$ cat config.mk
export PLATFORM = sky130hd
export DESIGN_NAME = vec_hazard_scoreboard
export DESIGN_NICKNAME = d
export VERILOG_FILES = /design/src/rtl/vec_hazard_scoreboard_pkg.sv /design/src/rtl/vec_hazard_scoreboard_fw_sel.sv /design/src/rtl/vec_hazard_scoreboard.sv
export SDC_FILE = /design/constraint.sdc
export NUM_CORES = 1
export LEC_CHECK = 0
export BUFFER_PORTS_ARGS = -buffer_cell sky130_fd_sc_hd__clkbuf_2
export CORE_ASPECT_RATIO = 1.2
export CORE_MARGIN = 3
export CORE_UTILIZATION = 55
export CTS_BUF_LIST = sky130_fd_sc_hd__clkbuf_16
export CTS_CLUSTER_SIZE = 25
export DETAILED_ROUTE_END_ITERATION = 10
export PLACE_DENSITY = 0.89
export RECOVER_POWER = 100
export SYNTH_ARGS = -nofsm -noshare
export SYNTH_HDL_FRONTEND = slang
export SYNTH_SLANG_ARGS = --single-unit
$ cat constraint.sdc
create_clock -name clk -period 4.05 [get_ports clk]
set_input_delay 0.81 -clock clk [delete_from_list [all_inputs] [get_ports clk]]
set_output_delay 0.81 -clock clk [all_outputs]
set_load 0.05 [all_outputs]
$ cat src/rtl/vec_hazard_scoreboard_pkg.sv
// Shared constants for the vector hazard scoreboard: register index width,
// forwarding select encoding and a constant-evaluable ceil(log2) helper.
package vec_hazard_scoreboard_pkg;

    localparam int REG_BITS_DEF = 5;
    localparam int FW_SEL_RF    = 0;

    function automatic int clog2(input int v);
        int r;
        r = 0;
        for (int i = 0; i < 31; i++) begin
            if ((1 << i) < v) begin
                r = i + 1;
            end
        end
        return r;
    endfunction

endpackage

$ cat src/rtl/vec_hazard_scoreboard_fw_sel.sv
// Priority encoder for one source operand: the nearest writing stage whose
// destination equals rs wins; x0 never matches.
module fw_priority_sel
    import vec_hazard_scoreboard_pkg::*;
#(
    parameter int REG_BITS = REG_BITS_DEF,
    parameter int NUM_STG  = 3,
    parameter int SEL_BITS = clog2(NUM_STG + 1)
) (
    input  logic [REG_BITS-1:0]         i_rs,
    input  logic [NUM_STG*REG_BITS-1:0] i_stg_rd,
    input  logic [NUM_STG-1:0]          i_stg_wr_en,
    input  logic [NUM_STG-1:0]          i_stg_rdy,
    output logic                        o_match,
    output logic [SEL_BITS-1:0]         o_sel,
    output logic                        o_rdy_n
);

    // Walk from the oldest stage down so the nearest match is written last.
    always_comb begin
        o_match = 1'b0;
        o_sel   = SEL_BITS'(FW_SEL_RF);
        o_rdy_n = 1'b0;
        for (int k = NUM_STG - 1; k >= 0; k--) begin
            if (i_stg_wr_en[k] && (i_stg_rd[k*REG_BITS +: REG_BITS] == i_rs) &&
                (i_rs != '0)) begin
                o_match = 1'b1;
                o_sel   = SEL_BITS'(k + 1);
                o_rdy_n = !i_stg_rdy[k];
            end
        end
    end

endmodule

$ cat src/rtl/vec_hazard_scoreboard.sv
// ID-stage hazard unit: per-source forwarding selects, RAW/WAW stall, a
// pending-write scoreboard and a saturating stall-cycle counter.
module vec_hazard_scoreboard
    import vec_hazard_scoreboard_pkg::*;
#(
    parameter int REG_BITS = REG_BITS_DEF,
    parameter int NUM_SRC  = 3,
    parameter int NUM_STG  = 3,
    parameter int SEL_BITS = clog2(NUM_STG + 1),
    parameter int CNT_BITS = 32
) (
    input  logic                         clk,
    input  logic                         rst,
    input  logic                         id_valid,
    input  logic [NUM_SRC*REG_BITS-1:0]  id_rs,
    input  logic [NUM_SRC-1:0]           id_rs_used,
    input  logic [REG_BITS-1:0]          id_rd,
    input  logic                         id_wr_en,
    input  logic                         flush,
    input  logic [NUM_STG*REG_BITS-1:0]  stg_rd,
    input  logic [NUM_STG-1:0]           stg_wr_en,
    input  logic [NUM_STG-1:0]           stg_rdy,
    input  logic [REG_BITS-1:0]          wb_rd,
    input  logic                         wb_wr_en,
    output logic [NUM_SRC*SEL_BITS-1:0]  fw_sel,
    output logic                         stall,
    output logic                         issue,
    output logic [(2**REG_BITS)-1:0]     pending,
    output logic [CNT_BITS-1:0]          stall_cnt
);

    localparam int NUM_REGS = 2**REG_BITS;

    logic [NUM_REGS-1:0]         r_pending;
    logic [CNT_BITS-1:0]         r_stall_cnt;
    logic [NUM_REGS-1:0]         w_pending_nxt;
    logic [REG_BITS-1:0]         w_rs [NUM_SRC];
    logic [NUM_SRC-1:0]          w_match;
    logic [NUM_SRC-1:0]          w_rdy_n;
    logic [NUM_SRC-1:0]          w_hzd;
    logic [NUM_SRC*SEL_BITS-1:0] w_sel;
    logic                        w_waw;
    logic                        w_stall;
    logic                        w_issue;

    genvar gi;
    generate
        for (gi = 0; gi < NUM_SRC; gi++) begin : g_src
            assign w_rs[gi] = id_rs[gi*REG_BITS +: REG_BITS];
            fw_priority_sel #(
                .REG_BITS (REG_BITS),
                .NUM_STG  (NUM_STG),
                .SEL_BITS (SEL_BITS)
            ) u_fw_sel (
                .i_rs        (w_rs[gi]),
                .i_stg_rd    (stg_rd),
                .i_stg_wr_en (stg_wr_en),
                .i_stg_rdy   (stg_rdy),
                .o_match     (w_match[gi]),
                .o_sel       (w_sel[gi*SEL_BITS +: SEL_BITS]),
                .o_rdy_n     (w_rdy_n[gi])
            );
        end
    endgenerate

    // Without a stage match, a pending producer only stops hazarding once it
    // is on the writeback port this very cycle.
    always_comb begin
        w_hzd = '0;
        for (int i = 0; i < NUM_SRC; i++) begin
            if (w_match[i]) begin
                w_hzd[i] = w_rdy_n[i];
            end else begin
                w_hzd[i] = r_pending[w_rs[i]] && !(wb_wr_en && (wb_rd == w_rs[i]));
            end
            w_hzd[i] = w_hzd[i] && id_rs_used[i] && (w_rs[i] != '0);
        end
    end

    assign w_waw   = id_wr_en && (id_rd != '0) && r_pending[id_rd] &&
                     !(wb_wr_en && (wb_rd == id_rd));
    assign w_stall = !rst && id_valid && !flush && ((|w_hzd) || w_waw);
    assign w_issue = !rst && id_valid && !flush && !w_stall;

    // Set is applied after clear so a same-cycle retire and reissue stays pending.
    always_comb begin
        w_pending_nxt = r_pending;
        if (wb_wr_en && (wb_rd != '0)) begin
            w_pending_nxt[wb_rd] = 1'b0;
        end
        if (w_issue && id_wr_en && (id_rd != '0)) begin
            w_pending_nxt[id_rd] = 1'b1;
        end
    end

    always_ff @(posedge clk) begin
        if (rst) begin
            r_pending   <= '0;
            r_stall_cnt <= '0;
        end else begin
            r_pending <= w_pending_nxt;
            if (w_stall && (r_stall_cnt != '1)) begin
                r_stall_cnt <= r_stall_cnt + 1'b1;
            end
        end
    end

    assign fw_sel    = rst ? '0 : w_sel;
    assign stall     = w_stall;
    assign issue     = w_issue;
    assign pending   = r_pending;
    assign stall_cnt = r_stall_cnt;

endmodule

-- Yosys cells after proc, flatten, opt, wreduce, memory -nomap -nowiden
Index checks and enable logic that the tools add are counted.
- add/subtract/negate cells: 1
- order comparisons: 7
- equal/unequal tests: 14
- muxes and demuxes: 45
- bitwise operators: 3
- reduce and logical (&&, ||, !) cells: 61
- operator list (operator ; number):
    5-bit == test ; 13
    32-bit 2-to-1 mux ; 2
    1-bit logical AND ; 44
    32-bit by 1-bit adder with 32-bit output, second input constant ; 1
    32-bit AND ; 1
    32-bit inequality test, second input constant ; 1
    32-bit NOT ; 1
    32-bit OR ; 1
    5-bit by 6-bit < comparator with 1-bit output, second input constant ; 5
    1-bit 2-to-1 mux ; 27
    5-bit nonzero test ; 5
    1-bit binary-select mux with 5-bit select ; 4
    2-bit 2-to-1 mux ; 9
    1-bit demux with 5-bit select ; 2
    5-bit by 1-bit >= comparator with 1-bit output, second input constant ; 2
    1-bit logical NOT ; 10
    6-bit 2-to-1 mux ; 1
    3-bit OR reduction ; 1
    1-bit logical OR ; 1
- flip-flop bits (word level): 64
- bits of input ports: 55
- output and inout bits: 72
- logic and storage cells: 133

-- Logic depth before layout (Yosys ltp)
Gate-level depths: netlist of run 1.
- word-level depth: 17
- mapped depth: 13
- mapped depth without buffers: 9

-- Cells and area by module
A second synthesis of run 1 with hierarchy kept.
- cells, all modules: 618
- area, all modules: 5445.2 um^2
- by module, submodules not included (module ; instances ; cells an instance ; area each (um^2)):
    vec_hazard_scoreboard ; 1 ; 516 ; 4623.2
    fw_priority_sel ; 3 ; 34 ; 274.0

-- Least setup slack after synthesis of run 1
No wires, ideal clock.
- path type: input port to output port
- start point: input port id_rs[10]
- end point: output port stall
- arrival: 3426 ps
- data required time: 3240 ps
- setup slack: -186 ps
- stages on the path: 11
- cell sequence: buf_2 or4_1 nor2_2 nor4_1 nor3b_1 a2111oi_0 a211o_1 nor4_2 buf_2 buf_2 nor2_1
- longest elaborated chain between the ends: 12
- elaborated cells between the ends (all ways): 28
- RTL lines (what ; RTL line ; RTL):
    start, declared ; vec_hazard_scoreboard.sv:15 ; input logic [NUM_SRC*REG_BITS-1:0] id_rs,
    5-bit == test ; vec_hazard_scoreboard_fw_sel.sv:25 ; if (i_stg_wr_en[k] && (i_stg_rd[k*REG_BITS +: REG_BITS] == i_rs) &&
    1-bit logical AND (2 in a row) ; vec_hazard_scoreboard_fw_sel.sv:25 ;
    1-bit 2-to-1 mux (3 in a row) ; vec_hazard_scoreboard_fw_sel.sv:25 ;
    1-bit 2-to-1 mux ; vec_hazard_scoreboard.sv:71 ; if (w_match[i]) begin
    1-bit logical AND ; vec_hazard_scoreboard.sv:76 ; w_hzd[i] = w_hzd[i] && id_rs_used[i] && (w_rs[i] != '0);
    1-bit logical AND (*) ; vec_hazard_scoreboard.sv:76 ;
    3-bit OR reduction (*) ; vec_hazard_scoreboard.sv:82 ; assign w_stall = !rst && id_valid && !flush && ((|w_hzd) || w_waw);
    1-bit logical OR (*) ; vec_hazard_scoreboard.sv:82 ;
    1-bit logical AND (*) ; vec_hazard_scoreboard.sv:82 ;
    end, declared ; vec_hazard_scoreboard.sv:26 ; output logic stall,
Every way passes the cells marked *; elsewhere a longest branch is shown, timed or not. The select of a mux whose other input is x is not followed.

-- Worst setup path in the final report of run 1
- start point: input port id_rs[10]
- end point: output port issue
- longest elaborated chain between the ends: 14
- elaborated cells between the ends (all ways): 30
- RTL lines (what ; RTL line ; RTL):
    5-bit == test ; vec_hazard_scoreboard_fw_sel.sv:25 ;
    1-bit logical AND (2 in a row) ; vec_hazard_scoreboard_fw_sel.sv:25 ;
    1-bit 2-to-1 mux (3 in a row) ; vec_hazard_scoreboard_fw_sel.sv:25 ;
    1-bit 2-to-1 mux ; vec_hazard_scoreboard.sv:71 ;
    1-bit logical AND ; vec_hazard_scoreboard.sv:76 ;
    1-bit logical AND (*) ; vec_hazard_scoreboard.sv:76 ;
    3-bit OR reduction (*) ; vec_hazard_scoreboard.sv:82 ;
    1-bit logical OR (*) ; vec_hazard_scoreboard.sv:82 ;
    1-bit logical AND (*) ; vec_hazard_scoreboard.sv:82 ;
    1-bit logical NOT (*) ; vec_hazard_scoreboard.sv:83 ; assign w_issue = !rst && id_valid && !flush && !w_stall;
    1-bit logical AND (*) ; vec_hazard_scoreboard.sv:83 ;
    end, declared ; vec_hazard_scoreboard.sv:27 ; output logic issue,
Marked as above.

==> results of run 1 <==
path summary, 6_finish.rpt:
| path | from | end | slack, ps | cells after the start |
|---|---|---|---|---|
| worst max-delay path | id_rs[10] | issue | 50 | 10 |
| worst min register to register | stall_cnt[23] | stall_cnt[23] | 510 | 2 |
| worst min-delay path | stall_cnt[23] | stall_cnt[23] | 510 | 2 |
| worst max register to register | pending[9] | pending[2] | 700 | 9 |
what timing repair did:
action | CTS | global route
pin swaps | 2 | 5
hold buffers | 0 | 0
endpoints found under the setup margin | 2 | 2
gates resized for setup | 6 | 29
buffers inserted | 1 | 7
sequential cells by signal, indices dropped and copies added, names as in the netlist:
register and flops:
stall_cnt 32, pending 32
cell usage in the layout (no fill, tap or decap), types with 8 or more instances in the layout:
| master | instances |
|---|---|
| nand4_1 | 16 |
| clkbuf_2 | 59 |
| clkbuf_1 | 62 |
| mux4_2 | 15 |
| nor2b_1 | 19 |
| o21ai_0 | 26 |
| dfxtp_1 | 64 |
| nand2_1 | 46 |
| nor3_1 | 9 |
| nor3b_1 | 8 |
| xor2_1 | 29 |
| a21oi_1 | 24 |
| xnor2_1 | 36 |
| clkbuf_16 | 9 |
| nand3b_1 | 12 |
| nand3_1 | 44 |
| or3_1 | 20 |
| nand2b_1 | 12 |
| or4_1 | 8 |
| nor2_1 | 33 |
| mux2_2 | 10 |
| o41ai_1 | 9 |
| nor4_1 | 18 |
| mux2i_1 | 30 |
| and3_1 | 9 |
| o41ai_2 | 8 |
| o211ai_1 | 19 |
| buf_4 | 48 |
power by group through the flow:
stage | registers (mW) | logic, mW | clock network [mW]
2_1_floorplan | 0.651 | 0.247 | 0
3_5_place_dp | 0.648 | 0.349 | 0
5_1_grt | 0.634 | 0.409 | 0.769
4_1_cts | 0.634 | 0.356 | 0.739
3_3_place_gp | 0.648 | 0.343 | 0
6_report | 0.635 | 0.381 | 0.734
area by class of cell:
type,instances,area (sq um)
multi-input combinational,543,4080
fill,823,2960
sequential,64,1280
timing repair buffer,176,983
clock buffer,9,225
tap,123,154
clock inverter,6,53.8
inverter,6,26.3
layer usage:
layer	share of wire (%)	wire length, um
met1	37	7380
met3	9.0	1800
met5	0	0
met4	6.2	1240
met2	48	9540
worst reg2reg max path, cell delays in order (launching register included):
cell and delay, ps:
dfxtp_1 410, mux4_2 490, mux4_2 490, nor2_2 110, a31oi_1 50, a211oi_2 310, nor4b_4 100, buf_4 150
or4_1 650, o41ai_1 460
cell families after synthesis:
| kind of cell | count (synthesis) | share of synthesized area [%] |
|---|---|---|
| simple gates | 286 | 28.6 |
| compound gates | 132 | 17.3 |
| xor+xnor | 65 | 10.1 |
| buf+inv | 65 | 6.27 |
| flops | 64 | 22.7 |
| mux | 59 | 14.9 |
| fa+ha+maj | 1 | 0.221 |
stage by stage:
stage               utilization, %  cells
finish                        69.7    927
global route                  69.7    927
CTS                           69.3    920
detailed placement            66.1    904
global placement              66.1    904
floorplan                        -    672
==> qor.yml, run 1 <==
sta:
  rsz0062_at_grt: "yes"
  max_slew_margin_pct: 2.07
  worst_slew_pin_slew_ps: 1470
  clock_skew_ps: 7.32
  setup_ws_ps: 45.1
  whs_ps: 510
  period_share_pct: 98.9
  finalSetupTns_ps: 0
  drv_slew: 0
  period_needed_ps: 4000
  setup_viol: 0
  fmax_mhz: 250
  finalHoldViolations: 0
pwr:
  p_clk_share_pct: 42.0
  report.power.total_mw: 1.75
  p_int_mw: 1.24
  power.density_nw_per_um2: 257
  switchingPower_uw: 511
  seqPwrFrac_pct: 36.3
  combPwrFrac_pct: 21.8
  switching_share_pct: 29.2
  power_leakage_nw: 2.45
  vdd_drop_max_uv: 298
drt:
  wl_per_cell_um: 21.5
  drt_first_iter_violations: 618
  drc: 0
  postRouteAntennaNets: 0
  via_per_inst: 6.75
  wl_um: 20000
  firstDrtPassIters: 5
  num_vias: 6256
floorplan:
  core_area_sq_um: 9760
  rows: 39
  die_h_um: 117
  initial_utilization_pct: 57.9
  io_pins: 127
  die_w_um: 98.5
  die-area_sq_um: 11500
cts:
  cts_tree: "built"
  cts-buffers-inserted: 9
  clockBufferDepth: 2
  clock_sinks: 64
  insertion_delay_ps: 330
  h-tree-depth: 3
  cts-root-buf: "clkbuf_16"
  clk_pin_slew_ps: 50
placement:
  portBuffers: 126
  place_congestion: 1.08
  dp_slack_ps: -104
  dp.final_hpwl_um: 14700
  dpl_cell_area_sq_um: 6450
final_layout:
  antenna_cells: 0
  drive_gt1_share_pct: 22.5
  fin_nets: 856
  final_area_sq_um: 6800
  syn_to_final_growth_pct: 20.3
synth:
  synth-edff-count: 0
  synth_cell_types: 70
  netlist_top_cells_area: "dfxtp_1 (23%), xnor2_1 (5.6%), mux2i_1 (5.3%), xor2_1 (4.5%), mux4_2 (4.4%)"
  yosysTopAreaCell: "dfxtp_1"
  avgSynthCellArea_sq_um: 8.41
  synth_area_sq_um: 5650
  ys_ff_latch: 64
  synth_top_area_share_pct: 22.7
  synth_nets: 728
  yosys-top-cells-count: "dfxtp_1 (64), nand2_1 (46), nand3_1 (44), xnor2_1 (36), nor2_1 (35)"
  yosysSeqAreaShare_pct: 22.7
  synth_ff_type: "dfxtp_1"
  async_reset_ff_share_pct: 0
  ys_warn_count: 0
  synthCells: 672
  yosysMostFrequentCell: "dfxtp_1"
job:
  drv_cap: 0
critical_path:
  cp_max_fo: 7
  cp_cell_sequence: "buf_2 > buf_4 > mux4_2 > a41oi_1 > nand4_1 > a211o_1 > nor4_4 > nand2_2 > clkinvlp_4 > buf_12"
  cp_top_family: "buffers and inverters"
  crit_required_ps: 3240
  arrival_ps: 3190
  worstSetupPathType: "in -> out"
  worst_path_max_delay_cell: "mux4_2"
  crit_buf_inv: 4
  start_kind: "input port"
  critical_path.max_stage_delay_ps: 510
  endpoint_kind: "output pin"
global_routing:
  grt_start_max_net_pins: 52
  use_met3_pct: 5.10
  grt_util_all_layers_pct: 33.6
  grt_overflow: 0
  grtUsageMet1_pct: 40.6
  grt_pass1_wl_um: 31100
  grt.met2_usage_pct: 55.6
  busiest_layer: "met2"
  antenna_found_initial: 0
  grt_pass1_vias: 6051
run_status:
  outcome: "completed"
worst_hold_path:
  hp-class: "reg -> reg"
(Power assumes the default switching activity.)
==> inputs of run 2 (changes only) <==
--- a/config.mk
+++ b/config.mk
@@ -8,11 +8,11 @@
 export BUFFER_PORTS_ARGS = -buffer_cell sky130_fd_sc_hd__clkbuf_2
 export CORE_ASPECT_RATIO = 1.2
 export CORE_MARGIN = 3
-export CORE_UTILIZATION = 55
+export CORE_UTILIZATION = 45
 export CTS_BUF_LIST = sky130_fd_sc_hd__clkbuf_16
 export CTS_CLUSTER_SIZE = 25
 export DETAILED_ROUTE_END_ITERATION = 10
-export PLACE_DENSITY = 0.89
+export PLACE_DENSITY = 0.76
 export RECOVER_POWER = 100
 export SYNTH_ARGS = -nofsm -noshare
 export SYNTH_HDL_FRONTEND = slang
==> qor.yml, run 2 (synthesis gave the netlist of run 1 again) <==
run_status:
  outcome: "finished, violations left"
  violations: "capacitance limit, slew limit, setup timing"
placement:
  dp.final_hpwl_um: 14700
  dp_slack_ps: -195
  dpl_cell_area_sq_um: 6640
  place_congestion: 0.981
  portBuffers: 126
cts:
  cts-root-buf: "clkbuf_16"
  cts-buffers-inserted: 9
  insertion_delay_ps: 330
  clk_pin_slew_ps: 60
  cts_tree: "built"
  cts_setup_buffers: 0
  postCtsHoldBufs: 0
  h-tree-depth: 3
  clock_sinks: 64
  clockBufferDepth: 2
sta:
  fmax_mhz: 246
  rsz0062_at_grt: "yes"
  clock_skew_ps: 7.96
  drv_slew: 46
  finalHoldViolations: 0
  setup_viol: 1
  period_share_pct: 100
  max_slew_margin_pct: -29.3
  worst_slew_pin_slew_ps: 1940
  period_needed_ps: 4060
  setup_ws_ps: -6.81
job:
  drv_cap: 1
floorplan:
  die_w_um: 108
  die_h_um: 129
  core_area_sq_um: 12200
  initial_utilization_pct: 46.5
  io_pins: 127
  die-area_sq_um: 13900
  rows: 44
drt:
  num_vias: 6216
  firstDrtPassIters: 5
  postRouteAntennaNets: 0
  wl_um: 19900
  drc: 0
  drt_first_iter_violations: 765
  via_per_inst: 6.39
  wl_per_cell_um: 20.4
final_layout:
  fillCellCount: 1117
  final_area_sq_um: 7070
  syn_to_final_growth_pct: 25.1
  final_cell_mix: "clkbuf_2 (89), dfxtp_1 (64), buf_4 (56)"
  drive_gt1_share_pct: 27.8
  seqCellArea_sq_um: 1280
  antenna_cells: 0
  mostFrequentLayoutCell: "clkbuf_2"
  multi_input_area_sq_um: 4120
  fin_nets: 863
global_routing:
  antenna_found_initial: 0
  grt_overflow: 0
  grt_start_max_net_pins: 46
  grt_util_all_layers_pct: 27.5
  grt_pass1_vias: 5870
  grt_pass1_wl_um: 30300
pwr:
  p_clk_share_pct: 46.2
  power_leakage_nw: 2.63
  switchingPower_uw: 533
  switching_share_pct: 27.8
  combPwrFrac_pct: 20.8
  vdd_drop_max_uv: 220
  seqPwrFrac_pct: 33.0
  p_int_mw: 1.39
  power.density_nw_per_um2: 272
critical_path:
  worstSetupPathType: "in -> out"
  endpoint_kind: "output pin"
  arrival_ps: 3250
  start_kind: "input port"
  cp_max_fo: 9
  crit_required_ps: 3240
worst_hold_path:
  hp-class: "reg -> reg"
## run 2: changes by cell type in the layout (fill, tap and decap cells not counted), sizes merged
cell	change
buf	+6
bufinv	+2
clkbuf	+1
inv	-1
## run 2: layout make-up
type                            count  area share, %
Timing Repair Buffer              183           15.6
Tap cell                          161           2.85
Clock inverter                      7           1.68
Multi-Input combinational cell    543           58.2
Clock buffer                        9           3.18
Inverter                            6          0.372
Sequential cell                    64           18.1
## run 2: metal layers
layer	vias to the layer above	routed length, um	GRT usage (%)
met5	-	0	0
met4	0	1170	18.8
met3	95	1700	4.67
met2	371	9070	42.5
met1	2928	7950	35.0
li1	2822	-	-
## run 2: path summary, 6_finish.rpt
path / from / to / slack, ps / cells after the start
max: id_rs[12] / issue / -7 / 11
min: stall_cnt[9] / stall_cnt[9] / 510 / 2
max reg2reg: stall_cnt[3] / stall_cnt[6] / 760 / 9
min reg2reg: stall_cnt[9] / stall_cnt[9] / 510 / 2
## run 2: worst max-delay path, stage by stage
cell	delay, ps
buf_4	150
or4_4	540
nor2_4	230
nor4_4	80
nor3b_2	220
a2111oi_2	70
a211o_1	320
nor4_4	390
nand2_2	160
clkinvlp_4	150
buf_12	130
## run 2: timing repair
item,CTS,global route
pin swaps,4,9
endpoints found under the setup margin,2,2
gates resized for setup,14,28
## run 2: through the flow
| step | TNS [ps] | hold WS, ps | util [%] | std cells | power (mW) |
|---|---|---|---|---|---|
| 3_3_place_gp | -154 | 493 | 54.5 | 957 | 1.02 |
| 6_report | -6.81 | 506 | 58.1 | 973 | 1.92 |
| 2_1_floorplan | 0 | 718 | - | 672 | 0.898 |
| 3_5_place_dp | -299 | 493 | 54.5 | 957 | 1.02 |
| 5_1_grt | -179 | 527 | 58.1 | 973 | 1.99 |
| 4_1_cts | -26.7 | 503 | 57.7 | 973 | 1.91 |
## run 2: power groups by stage
| stage | Clock (mW) | Combinational [mW] | Sequential, mW |
|---|---|---|---|
| 3_5_place_dp | 0 | 0.373 | 0.647 |
| 6_report | 0.887 | 0.400 | 0.634 |
| 5_1_grt | 0.929 | 0.426 | 0.634 |
| 4_1_cts | 0.898 | 0.381 | 0.634 |
| 2_1_floorplan | 0 | 0.247 | 0.651 |
| 3_3_place_gp | 0 | 0.370 | 0.647 |
